--- config.mk ---
export PLATFORM = sky130hd
export DESIGN_NAME = add_if_unit
export DESIGN_NICKNAME = d
export VERILOG_FILES = /design/src/rtl/add_if_unit.sv
export SDC_FILE = /design/constraint.sdc
export NUM_CORES = 1
export LEC_CHECK = 0
export ABC_CLOCK_PERIOD_IN_PS = 2100
export BUFFER_PORTS_ARGS = -buffer_cell sky130_fd_sc_hd__buf_2
export CAP_MARGIN = 15
export CORE_MARGIN = 1
export CORE_UTILIZATION = 45
export DETAILED_ROUTE_END_ITERATION = 16
export PLACE_DENSITY = 0.69
export SLEW_MARGIN = 20
export SYNTH_ARGS = -nofsm -noshare
export SYNTH_HDL_FRONTEND = slang
export SYNTH_SLANG_ARGS = --single-unit
--- constraint.sdc ---
create_clock -name clk -period 2.1 [get_ports clk]
set_clock_uncertainty 0.05 [all_clocks]
set_input_delay 0.105 -clock clk [delete_from_list [all_inputs] [get_ports clk]]
set_output_delay 0.105 -clock clk [all_outputs]
set_load 0.03 [all_outputs]
--- src/rtl/add_if_unit.sv ---
// add_if_unit: adder endpoint with a live combinational sum and a
// registered, valid/ready-handshaked sum path through a small FIFO.
//
// Ports:
//   clk, rst_n      rising-edge clock, async active-low reset
//   a, b            unsigned operands (WIDTH bits each)
//   in_valid/ready  producer handshake; accept on in_valid && in_ready
//   y_comb          a + b, WIDTH+1 bits, purely combinational
//   y               sum at FIFO head (holds last popped value when empty)
//   out_valid/ready consumer handshake; pop on out_valid && out_ready
//   count           number of buffered results
module add_if_unit #(
   parameter int WIDTH = 4,
   parameter int DEPTH = 2
) (
   input  logic                       clk,
   input  logic                       rst_n,
   input  logic [WIDTH-1:0]           a,
   input  logic [WIDTH-1:0]           b,
   input  logic                       in_valid,
   output logic                       in_ready,
   output logic [WIDTH:0]             y_comb,
   output logic [WIDTH:0]             y,
   output logic                       out_valid,
   input  logic                       out_ready,
   output logic [$clog2(DEPTH+1)-1:0] count
);

   localparam int PW = (DEPTH > 1) ? $clog2(DEPTH) : 1;
   localparam int CW = $clog2(DEPTH + 1);
   localparam logic [CW-1:0] FULL = CW'(DEPTH);
   localparam logic [PW-1:0] LAST = PW'(DEPTH - 1);

   logic [WIDTH:0] mem [DEPTH];
   logic [PW-1:0]  rd_ptr;
   logic [PW-1:0]  wr_ptr;
   logic [CW-1:0]  cnt;
   logic [WIDTH:0] y_last;
   logic           ready_q;
   logic           push;
   logic           pop;

   assign y_comb = {1'b0, a} + {1'b0, b};

   assign out_valid = (cnt != '0);
   assign pop       = out_valid && out_ready;
   // ready_q keeps in_ready low until the first edge after reset release
   assign in_ready  = ready_q && ((cnt < FULL) || pop);
   assign push      = in_valid && in_ready;
   assign count     = cnt;

   // Empty buffer shows the most recently popped sum.
   assign y = out_valid ? mem[rd_ptr] : y_last;

   function automatic logic [PW-1:0] nxt(input logic [PW-1:0] p);
      return (p == LAST) ? '0 : p + 1'b1;
   endfunction

   always_ff @(posedge clk or negedge rst_n) begin
      if (!rst_n) begin
         ready_q <= 1'b0;
         rd_ptr  <= '0;
         wr_ptr  <= '0;
         cnt     <= '0;
         y_last  <= '0;
         for (int i = 0; i < DEPTH; i++) begin
            mem[i] <= '0;
         end
      end else begin
         ready_q <= 1'b1;
         if (push) begin
            mem[wr_ptr] <= y_comb;
            wr_ptr      <= nxt(wr_ptr);
         end
         if (pop) begin
            y_last <= mem[rd_ptr];
            rd_ptr <= nxt(rd_ptr);
         end
         unique case ({push, pop})
            2'b10:   cnt <= cnt + 1'b1;
            2'b01:   cnt <= cnt - 1'b1;
            default: cnt <= cnt;
         endcase
      end
   end

endmodule

# Word-level counts from Yosys, hierarchy flattened
# Index checks and enable logic that the tools add are counted.
# word_totals
n_memories,0
input_bits,12
rom_bits,0
output_inout_bits,14
mem_bits_rw,0
ff_bits,20
latch_bits,0
# classes
muxes,10
n_div,0
n_eq_ne,2
shift,0
magnitude_cmp,4
bitwise,2
add_sub_neg,5
n_mul,0
reduce_logical,7
# op_table
cell,n
2-to-1 mux 5 bit,5
bitwise mux 10 bit,1
adder 4 x 4 -> 5 bit,1
demux 5 bit (select 1 bit),1
greater-or-equal comparator 2 bit (second input constant),2
logical AND 1 bit,4
NOT 1 -> 2 bit,2
one-hot mux 2 bit (2 select lines),1
nonzero test 2 bit,2
adder 1 bit (second input constant),2
adder 2 x 1 -> 2 bit (second input constant),1
equality test 2 x 1 -> 1 bit (second input constant),1
equality test 2 bit (second input constant),1
< comparator 2 x 1 -> 1 bit (second input constant),1
< comparator 2 bit (second input constant),1
2-to-1 mux 1 bit,2
subtractor 2 x 1 -> 2 bit (second input constant),1
logical OR 1 bit,1

# Depth between registers and ports, before layout
# Gate-level depths: netlist (run 1).
# depth
ltp_word,7
mapped_depth,7
ltp_nobuf,7

# Worst setup path after synthesis (run 1)
# OpenSTA, ideal clock, no wires.
# synth_path
path_type,flip-flop to output port
start,"register cnt[0], in the netlist count[0]"
end,output y[0]
n_path_buf,1
stages_incl_launch_ff,5
t_arrival_ps,1789
path_slack_ps,156
path_cell_list,dfrtp_1 -> or2_2 -> clkbuf_1 -> nor2_1 -> a21oi_1
# synth_via
elab_chain_len,2
# synth_lines
item,line,text
"start, declared",37,logic [CW-1:0] cnt;
"start signal, assigned",80,2'b10: cnt <= cnt + 1'b1;
"start signal, assigned",81,2'b01: cnt <= cnt - 1'b1;
"start signal, assigned",82,default: cnt <= cnt;
nonzero test 2 bit,45,assign out_valid = (cnt != '0);
named net out_valid,24,"output logic out_valid,"
2-to-1 mux 5 bit,53,assign y = out_valid ? mem[rd_ptr] : y_last;
"end, declared",23,"output logic [WIDTH:0] y,"
# The timed path passes the listed nets, and every way through them passes these cells.

# Final worst setup path (run 1)
# layout_path
start,"register cnt[0], in the netlist count[0]"
end,output y[4]
# layout_via
elab_chain_len,2
# layout_lines
item,line
nonzero test 2 bit,45
2-to-1 mux 5 bit,53
# Every way passes these cells.

==> results of run 1 <==
layer usage:
metal  up-vias  routed length (um)
met5         -                   0
met4         0                  31
met3         4                  50
met2        19                 868
met1       341                 853
li1        381                   -
synthesized netlist by cell type, drive strengths merged:
cell     n
dfrtp   20
a21oi    8
mux2     8
nand2    8
nor2     7
o21ai    7
ha       5
mux2i    5
o31ai    4
clkbuf   3
inv      3
xnor2    3
or3      2
xor2     2
and2b    1
and3     1
buf      1
conb     1
fa       1
nand3    1
nor2b    1
nor3     1
o21bai   1
or2      1
critical path, cell delays in order (launching register included):
cell and delay [ns]:
sky130_fd_sc_hd__dfrtp_1 0.45, sky130_fd_sc_hd__or2_2 0.41, sky130_fd_sc_hd__a21oi_1 0.15, sky130_fd_sc_hd__buf_2 0.21
power by group:
group	total [mW]	switching [mW]	internal [mW]
registers	0.707	0.141	0.566
logic	0.999	0.597	0.402
clock network	0.176	0.109	0.0668
total	1.88	0.846	1.04
state kept, by name, summed over array words and instances, names as in the netlist:
| signal | count |
|---|---|
| mem | 10 |
| y_last | 5 |
| count | 2 |
| wr_ptr | 1 |
| rd_ptr | 1 |
| ready_q | 1 |
path summary, 6_finish.rpt:
path	start	endpoint	slack (ns)	cells past startpoint
min in group asynchronous	rst_n	count[1]	0.23	2
max in group asynchronous	rst_n	mem[0]	1.46	2
worst max-delay path	count[0]	y[4]	0.43	3
worst max register to register	count[1]	count[1]	0.45	6
worst min-delay path	out_ready	wr_ptr	0.16	4
worst min register to register	y_last[1]	y_last[1]	0.44	2
kinds of logic (layout without fill, tap and decap cells):
| kind of cell | count (synthesis) | after routing | synth area share (%) |
|---|---|---|---|
| AOI/OAI and AO/OA | 20 | 20 | 10.8 |
| xor gates and xnor gates | 5 | 5 | 4.18 |
| adders and majority gates | 6 | 6 | 7.89 |
| buffers and inverters | 7 | 33 | 3.23 |
| DFF | 20 | 20 | 47.8 |
| muxes | 13 | 13 | 14.8 |
| other | 1 | 1 | 0.358 |
| and+or+nand+nor | 23 | 23 | 11.0 |
area by class of cell:
type / instances / area [um2] / area share, %
flip-flops and latches: 20 / 500 / 40.9
clock buffers: 3 / 22.5 / 1.84
inverters: 3 / 11.3 / 0.919
repair buffers: 27 / 143 / 11.6
multi-input cells: 68 / 513 / 41.9
well taps: 28 / 35.0 / 2.86
stage by stage:
step                cell area [um2]  hold WS [ns]  cells
floorplan                      1050        -0.241     95
global placement               1190        0.0160    145
detailed placement             1190        0.0245    145
CTS                            1220         0.154    149
global route                   1220         0.197    149
finish                         1220         0.164    149
==> run metrics, run 1 <==
run status=completed; # fillers=219; worst vdd ir=0.756 mV; register area share after synthesis=47.8%; ports placed on the boundary=26; HPWL after DPL=1440 um; Chip Height=50.2 um; worst path required time=1.95 ns; share of Yosys cell area claimed by the top area cell type=47.8%; Max Transition Viols Final=0; Setup Buffers After CTS=0; quantity of I/O buffers inserted on ports=25; most frequent standard cell in the layout excluding fill and tap cells=sky130_fd_sc_hd__buf_2; num rows=17; drt first-iter violations=12; Seq cells post-synth=20; number of distinct library cell variants in the gate-level netlist after synthesis=26; Clock Path Buffers=2; Crit Path Max Fanout=11; CTS sink count=20; cell area power density=1540 mW/mm2; drt drc=0; overflow left after global routing=0; number of clock buffers inserted by TritonCTS=3; setup violators final=0; number of vias per cell after detailed routing=5.00; Yosys Warn Count=0; Routed WL=1800 um; ratio of final minimum period to clock period=79.7%; worst min path class=input port to register; pin count of the biggest net entering global routing=21; detailed-routing iteration count for the pre-antenna-repair pass=3; starting utilization of the core area=47.3%; global placer's final weighted congestion=0.735; count of inserted antenna diode cells=0; startpoint type of the worst setup path=register; root cell of the clock tree=sky130_fd_sc_hd__clkbuf_4; Detail Route Antenna Nets=0; Core Footprint=0.00221 mm2; crit path setup slack, layout=0.426 ns; M2 GR Usage=27.3%; leakage dissipation=0.616 nW; GRT busiest layer=met2; setup_tns=0 ns; CTS clock-pin slew for the worst setup and hold paths=0.11 ns; most frequent cells in the layout=25 x sky130_fd_sc_hd__buf_2, 20 x sky130_fd_sc_hd__dfrtp_1, 8 x sky130_fd_sc_hd__a21oi_1, 8 x sky130_fd_sc_hd__nand2_1; Global Route Usage Sum=17.1%; number of hold violations in the final report=0; number of hold buffers added after cts=1; final net count=141; clock latency on the worst-skew pair=0.29 ns; post-synthesis net count=113; number of resized instances in the post-cts repair step=0; H-Tree Level Count=1; post-synthesis instance area=0.00105 mm2; met3 track demand over resource in global routing=2.73%; Post-Syn Instances=95; maximum achievable frequency=597 MHz; Layout area overhead=17.0%; number of maximum-capacitance constraint violations=0; Final Power=1.88 mW; cell types with the largest area share after synthesis=sky130_fd_sc_hd__dfrtp_1 48%, sky130_fd_sc_hd__ha_1 6.0%, sky130_fd_sc_hd__mux2_4 5.7%, sky130_fd_sc_hd__mux2i_1 4.8%, sky130_fd_sc_hd__mux2_2 4.3%; die outline width=50.2 um; number of antenna violations at the first check in global routing=0; arrival time reported for the critical path endpoint=1.52 ns; CP endpoint kind=output pin; via count of the first global-routing pass=721; worst slack at placement=0.474 ns; setup repair after global routing missed its margin=false; post-route minimum period=1.67 ns; Synth Area per Inst=11.0 um2; clock tree from TritonCTS=done; overall via count from detail_route=745; wire length of the first global-routing pass=3150 um; critical path type=register to output pin; Synth area leader=sky130_fd_sc_hd__dfrtp_1; average wire per standard cell=12.1 um; die area=0.00252 mm2; tightest slew margin relative to the limit=65.4%; GR met1 Demand/Resource=21.6%; fin util=55.4%; share of post-route cells with drive strength above 1=33.9%; measured slew at the worst slew-check pin=0.515 ns
(Power assumes the default switching activity.)
==> inputs of run 2 (changes only) <==
--- a/config.mk
+++ b/config.mk
@@ -5,13 +5,14 @@
 export SDC_FILE = /design/constraint.sdc
 export NUM_CORES = 1
 export LEC_CHECK = 0
-export ABC_CLOCK_PERIOD_IN_PS = 2100
+export ABC_AREA = 1
+export ABC_CLOCK_PERIOD_IN_PS = 1400
 export BUFFER_PORTS_ARGS = -buffer_cell sky130_fd_sc_hd__buf_2
 export CAP_MARGIN = 15
 export CORE_MARGIN = 1
 export CORE_UTILIZATION = 45
 export DETAILED_ROUTE_END_ITERATION = 16
-export PLACE_DENSITY = 0.69
+export PLACE_DENSITY = 0.71
 export SLEW_MARGIN = 20
 export SYNTH_ARGS = -nofsm -noshare
 export SYNTH_HDL_FRONTEND = slang
==> constraint.sdc (replaced) <==
create_clock -name clk -period 1.4 [get_ports clk]
set_clock_uncertainty 0.05 [all_clocks]
set_input_delay 0.07 -clock clk [delete_from_list [all_inputs] [get_ports clk]]
set_output_delay 0.07 -clock clk [all_outputs]
set_load 0.03 [all_outputs]
==> run 2 against run 1 <==
The flow now finishes with violations (negative setup slack). Hold slack lost 0.066 ns. Core utilization grew 9.1 points. Area after synthesis grew 5.0%. Critical endpoint unchanged. Largest power group unchanged.
==> run metrics, run 2 <==
ratio of final minimum period to clock period=115%; clock tree from TritonCTS=done; die area=0.00265 mm2; ports placed on the boundary=26; register area share after synthesis=45.5%; Global Route Usage Sum=18.5%; worst-case hold path end point=mem[0]; commonest cells in the netlist=41 x sky130_fd_sc_hd__nand2_1, 20 x sky130_fd_sc_hd__dfrtp_1, 14 x sky130_fd_sc_hd__o21ai_0; Post-synth ARST share=100%; share of post-route cells with drive strength above 1=40.9%; crit path setup slack, layout=-0.203 ns; cell count of the worst reg-to-reg path=8; maximum achievable frequency=624 MHz; quantity of I/O buffers inserted on ports=25; worst slack at placement=-0.0128 ns; setup repair after global routing missed its margin=true; Chip Height=51.4 um; num rows=17; number of hold violations in the final report=0; Max Transition Viols Final=0; overflow left after global routing=0; Synth area leader=sky130_fd_sc_hd__dfrtp_1; most frequent standard cell in the layout excluding fill and tap cells=sky130_fd_sc_hd__nand2_1; # fillers=205; worst vdd ir=1.19 mV; CTS sink count=20; Clock Path Buffers=2; post-route minimum period=1.60 ns; detailed-routing iteration count for the pre-antenna-repair pass=4; run status=finished with violations; most instantiated flip-flop cell in the synthesis netlist=sky130_fd_sc_hd__dfrtp_1; number of distinct library cell variants in the gate-level netlist after synthesis=23; cell types with the largest area share after synthesis=sky130_fd_sc_hd__dfrtp_1 46%, sky130_fd_sc_hd__nand2_1 14%, sky130_fd_sc_hd__o21ai_0 6.4%, sky130_fd_sc_hd__ha_1 5.7%, sky130_fd_sc_hd__inv_1 4.4%; HPWL after DPL=1520 um; die outline width=51.4 um; Routed WL=2180 um; Core Footprint=0.00225 mm2; clock latency on the worst-skew pair=0.30 ns; via count of the first global-routing pass=840; number of antenna violations at the first check in global routing=0; capture instance of the worst register-to-register path=count[1]; pin count of the biggest net entering global routing=21; Layout area overhead=32.2%; number of flops mapped to enable cells by yosys=0; failing checks=negative setup slack; wire length of the first global-routing pass=3580 um; Final Power=3.19 mW; number of clock buffers inserted by TritonCTS=3; share of Yosys cell area claimed by the top area cell type=45.5%; leakage dissipation=0.711 nW; max reg flops=10; drt drc=0; overall via count from detail_route=936; number of maximum-capacitance constraint violations=0; Yosys Warn Count=0; cell area power density=2190 mW/mm2; CTS clock-pin slew for the worst setup and hold paths=0.11 ns; most used standard cell by instance count after synthesis=sky130_fd_sc_hd__nand2_1; register ranked first by flip-flop count=mem; Post-Syn Instances=126; CP endpoint kind=output pin; arrival time reported for the critical path endpoint=1.48 ns; Synth Area per Inst=8.73 um2; startpoint type of the worst setup path=register; final net count=183; setup violators final=8; drt first-iter violations=11; most frequent cells in the layout=39 x sky130_fd_sc_hd__nand2_1, 19 x sky130_fd_sc_hd__buf_2, 18 x sky130_fd_sc_hd__dfrtp_1; origin of the critical flop-to-flop path=count[0]; global placer's final weighted congestion=0.772; Crit Path Max Fanout=6; flop2flop setup slack=-0.17 ns; starting utilization of the core area=48.8%; number of vias per cell after detailed routing=4.88; worst path required time=1.28 ns; Detail Route Antenna Nets=0; average wire per standard cell=11.4 um; count of inserted antenna diode cells=0; source of the worst hold timing path=b[0]; post-synthesis instance area=0.00110 mm2; H-Tree Level Count=1; critical path type=register to output pin; Seq cells post-synth=20; root cell of the clock tree=sky130_fd_sc_hd__clkbuf_4; post-synthesis net count=144; worst min path class=input port to register; number of cells traversed by the worst hold path=4
## run 2: cell count changes in the layout (fill, tap and decap cells not counted), moves of 6 or more
| cell | previous run | this run |
|---|---|---|
| sky130_fd_sc_hd__a21oi_1 | 8 | 0 |
| sky130_fd_sc_hd__buf_2 | 25 | 19 |
| sky130_fd_sc_hd__inv_1 | 3 | 12 |
| sky130_fd_sc_hd__o21ai_1 | 0 | 6 |
| sky130_fd_sc_hd__buf_4 | 1 | 9 |
| sky130_fd_sc_hd__nand2_1 | 8 | 39 |
| sky130_fd_sc_hd__nor2_1 | 7 | 0 |
| sky130_fd_sc_hd__buf_6 | 0 | 6 |
## run 2: kinds of logic (layout without fill, tap and decap cells)
logic type | after synthesis | count (layout) | synth area share, %
xor+xnor | 4 | 4 | 3.19
other cells | 1 | 1 | 0.341
buf+inv | 19 | 56 | 8.19
fa+ha+maj | 6 | 6 | 7.51
compound gates | 24 | 24 | 13.1
simple gates | 52 | 53 | 22.2
flops | 20 | 20 | 45.5
## run 2: worst max-delay path by stage
stage,start,depth (start not counted),slack (ns),end
2_1_floorplan,count[1],7,-0.11,count[1]
3_3_place_gp,a[0],6,0.02,y_comb[4]
3_5_place_dp,a[0],6,-0.01,y_comb[4]
4_1_cts,count[0],5,-0.22,y[4]
5_1_grt,count[0],5,-0.28,y[4]
6_report,count[0],4,-0.20,y[4]
## run 2: cell type report
cell class                      instances  area, um2  area share, %
Clock buffer                            4       26.3           1.81
Inverter                               16       63.8           4.39
Multi-Input combinational cell         88        578           39.8
Sequential cell                        20        503           34.6
Tap cell                               28       35.0           2.41
Timing Repair Buffer                   35        240           16.5
Timing Repair inverter                  1       7.51          0.516
## run 2: worst max-delay path, stage by stage (launching register included)
cell and delay [ns]:
sky130_fd_sc_hd__dfrtp_2 0.44, sky130_fd_sc_hd__nor2_4 0.19, sky130_fd_sc_hd__clkinvlp_4 0.19, sky130_fd_sc_hd__o21ai_2 0.14
sky130_fd_sc_hd__buf_2 0.20
## run 2: power by group
part           internal (mW)  total (mW)  switching [mW]
Combinational          0.750        1.88            1.13
Clock                  0.111       0.288           0.177
Sequential             0.839        1.02           0.183
Total                   1.70        3.19            1.49
## run 2: per-layer routing
metal,GRT usage [%],part of all wire [%],up-vias
li1,-,-,472
met1,22.7,43,436
met2,30.5,51,23
met3,1.79,2.7,5
met4,12.2,3.0,0
met5,0,0,-
## run 2: through the flow
stage	instance area [um2]	setup TNS [ns]	cells	hold WS, ns	util [%]
final	1450	-1.14	192	0.0987	64.5
after detailed placement	1270	-0.0128	178	-0.0135	56.4
after global routing	1450	-2.20	192	0.119	64.5
after global placement	1270	0	178	-0.0169	56.4
after floorplan	1130	-0.137	126	-0.276	-
after CTS	1380	-1.16	187	0.106	61.0
## run 2: repair_timing
| action | in CTS | in global routing |
|---|---|---|
| setup endpoints to repair | 7 | 22 |
| cloned | 1 | 1 |
| resized for setup | 14 | 18 |
| hold buffers | 1 | 0 |
| pin swaps | 2 | 4 |
| setup buffers | 3 | 4 |
| hold endpoints to repair | 20 | 0 |
